[src/rtl/ms_countdown.sv]
`default_nettype none
// +--------------------------------------------------------------------------+
// | ms_countdown : synchronises clk_1ms into ms_tick and runs a loadable     |
// |                millisecond countdown timer with tick-loss watchdog.      |
// | Revision     : 1.0                                                       |
// +--------------------------------------------------------------------------+
module ms_countdown #(
    parameter int WIDTH       = 16,
    parameter bit AUTO_RELOAD = 1'b0,
    parameter int LOST_LIMIT  = 60000
) (
    input  logic             clk,
    input  logic             rst_n,
    input  logic             clk_1ms,
    input  logic             load,
    input  logic [WIDTH-1:0] load_val,
    input  logic             start,
    input  logic             stop,
    output logic             ms_tick,
    output logic [WIDTH-1:0] remaining,
    output logic             running,
    output logic             done,
    output logic             expired,
    output logic             tick_lost
);

    typedef enum logic [1:0] {
        S_IDLE  = 2'd0,
        S_RUN   = 2'd1,
        S_PAUSE = 2'd2,
        S_DONE  = 2'd3
    } state_t;

    localparam logic [15:0] c_lost_limit = 16'(LOST_LIMIT);

    logic             s1_q, s2_q, s3_q;
    state_t           state_q, state_d;
    logic [WIDTH-1:0] remaining_q, remaining_d;
    logic [WIDTH-1:0] reload_q, reload_d;
    logic             expired_q, expired_d;
    logic             running_q, running_d;
    logic             done_q, done_d;
    logic [15:0]      gap_q, gap_d;
    logic             tick_lost_q, tick_lost_d;
    logic             w_tick;

    // s1 is the metastability stage; the edge is detected on s2/s3 only.
    assign w_tick = s2_q & ~s3_q;

    always_comb begin
        state_d     = state_q;
        remaining_d = remaining_q;
        reload_d    = reload_q;
        expired_d   = 1'b0;

        if (load) begin
            remaining_d = load_val;
            reload_d    = load_val;
            state_d     = S_IDLE;
        end else if (stop && state_q == S_RUN) begin
            state_d = S_PAUSE;
        end else if (start && (state_q == S_IDLE || state_q == S_PAUSE)
                     && remaining_q != '0) begin
            state_d = S_RUN;
        end else if (state_q == S_RUN && w_tick) begin
            if (remaining_q > WIDTH'(1)) begin
                remaining_d = remaining_q - WIDTH'(1);
            end else begin
                expired_d = 1'b1;
                if (AUTO_RELOAD && reload_q != '0) begin
                    remaining_d = reload_q;
                end else begin
                    remaining_d = '0;
                    state_d     = S_DONE;
                end
            end
        end

        running_d = (state_d == S_RUN);
        done_d    = (state_d == S_DONE);
    end

    always_comb begin
        if (w_tick) begin
            gap_d = '0;
        end else if (gap_q == c_lost_limit) begin
            gap_d = gap_q;
        end else begin
            gap_d = gap_q + 16'd1;
        end
        tick_lost_d = (gap_d == c_lost_limit);
    end

    always_ff @(posedge clk or negedge rst_n) begin
        if (!rst_n) begin
            s1_q        <= 1'b0;
            s2_q        <= 1'b0;
            s3_q        <= 1'b0;
            state_q     <= S_IDLE;
            remaining_q <= '0;
            reload_q    <= '0;
            expired_q   <= 1'b0;
            running_q   <= 1'b0;
            done_q      <= 1'b0;
            gap_q       <= '0;
            tick_lost_q <= 1'b0;
        end else begin
            s1_q        <= clk_1ms;
            s2_q        <= s1_q;
            s3_q        <= s2_q;
            state_q     <= state_d;
            remaining_q <= remaining_d;
            reload_q    <= reload_d;
            expired_q   <= expired_d;
            running_q   <= running_d;
            done_q      <= done_d;
            gap_q       <= gap_d;
            tick_lost_q <= tick_lost_d;
        end
    end

    assign ms_tick   = w_tick;
    assign remaining = remaining_q;
    assign running   = running_q;
    assign done      = done_q;
    assign expired   = expired_q;
    assign tick_lost = tick_lost_q;

endmodule
`default_nettype wire

[config.mk]
export PLATFORM = sky130hd
export DESIGN_NAME = ms_countdown
export DESIGN_NICKNAME = d
export VERILOG_FILES = /design/src/rtl/ms_countdown.sv
export SDC_FILE = /design/constraint.sdc
export NUM_CORES = 1
export LEC_CHECK = 0
export CAP_MARGIN = 25
export CORE_MARGIN = 4
export CORE_UTILIZATION = 40
export DETAILED_ROUTE_END_ITERATION = 8
export PLACE_DENSITY = 0.6
export SYNTH_ARGS = -nofsm -noshare
export SYNTH_HDL_FRONTEND = slang
export SYNTH_SLANG_ARGS = --single-unit
[constraint.sdc]
create_clock -name clk -period 3.8 [get_ports clk]
set_input_delay 0.38 -clock clk [delete_from_list [all_inputs] [get_ports clk]]
set_output_delay 0.38 -clock clk [all_outputs]
set_load 0.02 [all_outputs]
Word level (Yosys, flattened, before mapping). Cells that the tools add are included. Widths: inputs -> output; s select.

Eq/ne operators: 8. Divide/modulo/power cells: 0. Add/sub/neg operators: 2. $mul: 0. Reduce and logical (&&, ||, !) cells: 9. Shift operators: 0. Muxes and demuxes: 17. Bitwise operators: 2. $lt $le $gt $ge: 1.

Operators with widths (number): $mux 16 (7); $eq 16x16->1 const B (2); $add 16x1->16 const B (1); $gt 16x1->1 const B (1); $reduce_bool 16->1 (1); $sub 16x1->16 const B (1); $mux 2 (5); $mux 1 (5); $eq 2x1->1 const B (2); $eq 2x2->1 const B (2); $logic_and 1x1->1 (4); $ne 2x2->1 const B (2); $reduce_and 3->1 (1); $logic_not 2->1 (1); $reduce_bool 2->1 (1); $and 1x1->1 (1); $logic_or 1x1->1 (1); $not 1->1 (1).

RAM bits: 0. Input port bits: 22. Bits in read-only memories: 0. Memories kept: 0. Flip-flop bits (word level): 41. Word-level logic and storage cells: 49. Latch bits: 0.

Longest topological paths before layout.
Depth after elaboration: 8. Depth in mapped cells: 8. Depth with buffers taken out: 7.

Worst setup path after synthesis. OpenSTA, ideal clock, no wires.

Kind: register to register. Start: reg gap_q[1]. End: reg tick_lost_q (netlist: tick_lost). Slack: 1857 ps. Arrival: 1842 ps. Cell stages (with the launch flop): 8. Period minus slack after synthesis: 1943 ps. Buffers on the path: 1. Setup time: 101 ps. Cells stage by stage: dfrtp_1 ha_1 buf_2 nand4_1 or3_1 a211oi_2 o22ai_1 nor4_1.

Cells in the longest elaborated chain, start to end: 4. Elaborated cells between the ends (all ways): 5. Classes of those cells: 1 x add/sub; 2 x eq/ne; 2 x mux.

Ends and longest elaborated chain: start, declared (line 43) `logic [15:0] gap_q, gap_d;`; start signal, assigned (line 117) `gap_q <= gap_d;`; $add 16x1->16 / $eq 16x16->1 (equally long branches) (line 89, 86); $mux 16 * (line 86) `end else if (gap_q == c_lost_limit) begin`; $mux 16 * (line 84) `if (w_tick) begin`; $eq 16x16->1 * (line 91) `tick_lost_d = (gap_d == c_lost_limit);`; named net tick_lost_d (line 44) `logic tick_lost_q, tick_lost_d;`; end signal, assigned (line 118) `tick_lost_q <= tick_lost_d;`; end, declared (line 44).

Mark *: on every way through the listed nets, which the timed path passes. The rest lies on a longest branch. A chain may end at the register's enable or synchronous reset.

Worst setup path after layout.
Start: reg gap_q[0]. End: reg tick_lost_q (netlist: tick_lost).

Same word-level chain as after synthesis.

==> flow_summary.json <==
{
  "final_hold_viol_count": 0,
  "layout.nets": 335,
  "dieWidth_um": 86.26,
  "leakage_nw": 1.199,
  "die_area_um2": 7441,
  "post-synth-top-count-cell": "dfrtp_1",
  "ant_nets": 0,
  "endpoint_kind": "flip-flop",
  "via_per_inst": 5.339,
  "syn_nets": 299,
  "synth-seq-area-share_pct": 41.88,
  "critPathTopFamily": "simple AND/OR/NAND/NOR gates",
  "htreeDepth": 2,
  "grt_pass1_vias": 2095,
  "io_pins": 43,
  "grt_overflow_total": 0,
  "postSynthCellCount": 272,
  "status": "finished clean",
  "synth.largest_area_cell": "dfrtp_1",
  "detail_route.iter0.violations": 83,
  "fin_skew_ns": 0.005702,
  "wl_per_cell_um": 15.29,
  "drc": 0,
  "power.density_nw_per_um2": 375.5,
  "maxClockFrequency_mhz": 445.6,
  "cts.repair.resized": 0,
  "dp_hpwl_um": 4262,
  "synth_edf_count": 0,
  "async_flop_share_pct": 100.0,
  "fillers": 556,
  "cts_tree": "done",
  "antenna_found_initial": 0,
  "setup_tns_ns": 0,
  "layout-drive-gt1-share_pct": 8.414,
  "vdd_ir_drop_max_mv": 0.2131,
  "place_congestion": 0.7610,
  "num_vias": 2050,
  "fin_crit_ns": 2.244,
  "critPathKind": "reg -> reg",
  "ctsHoldBuffers": 0,
  "cts.sinks": 41,
  "drt_wl_total_um": 5870,
  "holdWs_ns": 0.2060,
  "grt_max_degree": 42,
  "synth_common_cells": "dfrtp_1 (41), nor2_1 (27), nand2_1 (22)",
  "post_synth.cell_area_avg_um2": 9.007,
  "slowest_stage": "dfrtp_1",
  "initial_core_util_pct": 41.38,
  "drv_cap": 0,
  "core_area_um2": 5921,
  "rows": 28,
  "cts_buffers": 5,
  "critPathMaxFanout": 10,
  "yosys.cell_types.count": 63,
  "final-setup-viol-count": 0,
  "clk_pin_slew_worst_paths_ns": 0.08,
  "synth-main-ff-cell": "dfrtp_1",
  "path_buf_inv": 0,
  "drv_slew": 0,
  "crit_chain": "ha_1, nand4_1, or3_1, a211oi_2, o22ai_1, nor4_1",
  "tightest_slew_ns": 0.9057,
  "rsz0062_at_grt": "false",
  "die_height_um": 86.26,
  "root_buffer": "clkbuf_8",
  "synth_seq_cells": 41,
  "track_usage_pct": 16.55,
  "relSlewSlack_pct": 39.62,
  "min_period_over_period_pct": 59.06,
  "worst_path_largest_cell_delay_ns": 0.52,
  "synth_area_leaders": "dfrtp_1 (42%), nor2_1 (4.1%), nand2_1 (3.4%)",
  "drt_pass1_iterations": 4,
  "worstPathRequired_ns": 4.00,
  "hold_class": "in -> async",
  "numPortBuffers": 42,
  "clockBufferDepth": 2,
  "worstPathArrival_ns": 2.44,
  "final_util_pct": 50.95,
  "synth_area_um2": 2450,
  "start_kind": "flip-flop",
  "n_antenna_cell": 0,
  "grt_pass1_wl_um": 9915,
  "yosysWarnings": 0,
  "syn2layout_area_growth_pct": 23.14,
  "clkLatencyLatePin_ns": 0.30,
  "postCtsSetupRepairBufs": 0,
  "synth_top_area_share_pct": 41.88
}
[state kept, by name (all words and copies together) (netlist names)]
signal	count
expired	1
tick_lost	1
gap_q	16
done	1
state_q	2
s2_q	1
s3_q	1
remaining	16
running	1
s1_q	1
[per-layer routing]
metal / vias up / GRT usage (%) / part of all wire, %
met5: - / 0 / 0
met4: 0 / 2.975 / 0
met3: 0 / 4.753 / 4.4
met2: 40 / 28.87 / 50
met1: 963 / 20.61 / 46
li1: 1047 / - / -
[area by class of cell]
cell class / instances / area [µm²] / area share (%)
clock buffer: 7 / 86.33 / 2.862
clock inverter: 1 / 30.03 / 0.9954
inverter: 14 / 52.55 / 1.742
multi-input combinational: 202 / 1297 / 43.01
sequential: 41 / 1026 / 34.01
tap: 75 / 93.84 / 3.111
timing repair buffer: 44 / 430.4 / 14.27
[layout by cell type (no fill, tap or decap), types with 3 or more instances in the layout]
| cell type | synthesis | final |
|---|---|---|
| nand3_1 | 12 | 12 |
| xnor2_1 | 5 | 5 |
| a31oi_1 | 3 | 3 |
| or2_2 | 3 | 3 |
| clkdlybuf4s50_1 | 0 | 41 |
| nand2_1 | 22 | 22 |
| ha_1 | 5 | 5 |
| or3_1 | 7 | 7 |
| clkbuf_8 | 0 | 6 |
| nand4_1 | 7 | 7 |
| dfrtp_1 | 41 | 41 |
| nor2_1 | 27 | 27 |
| and3_1 | 3 | 3 |
| xor2_1 | 6 | 6 |
| and2_1 | 5 | 5 |
| o21ai_1 | 3 | 3 |
| nor3_1 | 6 | 6 |
| inv_1 | 14 | 14 |
| a21oi_1 | 14 | 14 |
| nor4_1 | 5 | 5 |
| nand2b_1 | 5 | 5 |
| mux2i_1 | 3 | 3 |
| o21ai_0 | 13 | 13 |
[worst paths after layout]
path                          start         end  slack [ns]  depth (start not counted)
min reg2reg                    s1_q        s2_q        0.35                          0
max in group asynchronous     rst_n  state_q[1]        3.02                          1
max reg2reg                gap_q[0]   tick_lost        1.56                          6
max                        gap_q[0]   tick_lost        1.56                          6
min in group clk               s1_q        s2_q        0.35                          0
min                           rst_n    gap_q[3]        0.21                          1
[logic make-up (layout without fill, tap and decap cells)]
kind of cell	count (synthesis)	after routing	synth area share [%]
AOI/OAI and AO/OA	57	57	15.37
DFF	41	41	41.88
muxes	5	5	2.145
xor gates and xnor gates	11	11	3.932
adders and majority gates	5	5	2.554
buffers and inverters	29	66	5.158
and+or+nand+nor	124	124	28.96
[power by group]
| part | total, mW | internal, mW | switching (mW) |
|---|---|---|---|
| registers | 0.532 | 0.470 | 0.0624 |
| clock network | 0.374 | 0.214 | 0.159 |
| logic | 0.227 | 0.109 | 0.118 |
[per-stage QoR]
step                      cells  setup slack [ns]  cell area (µm²)  power (mW)
after detailed placement    376             1.470             2900      0.7692
after global placement      376             1.453             2900      0.7678
final                       384             1.556             3017       1.133
after CTS                   384             1.555             3017       1.148
after floorplan             272             1.857             2450      0.6726
after global routing        384             1.348             3017       1.192
(Power assumes the default switching activity.)
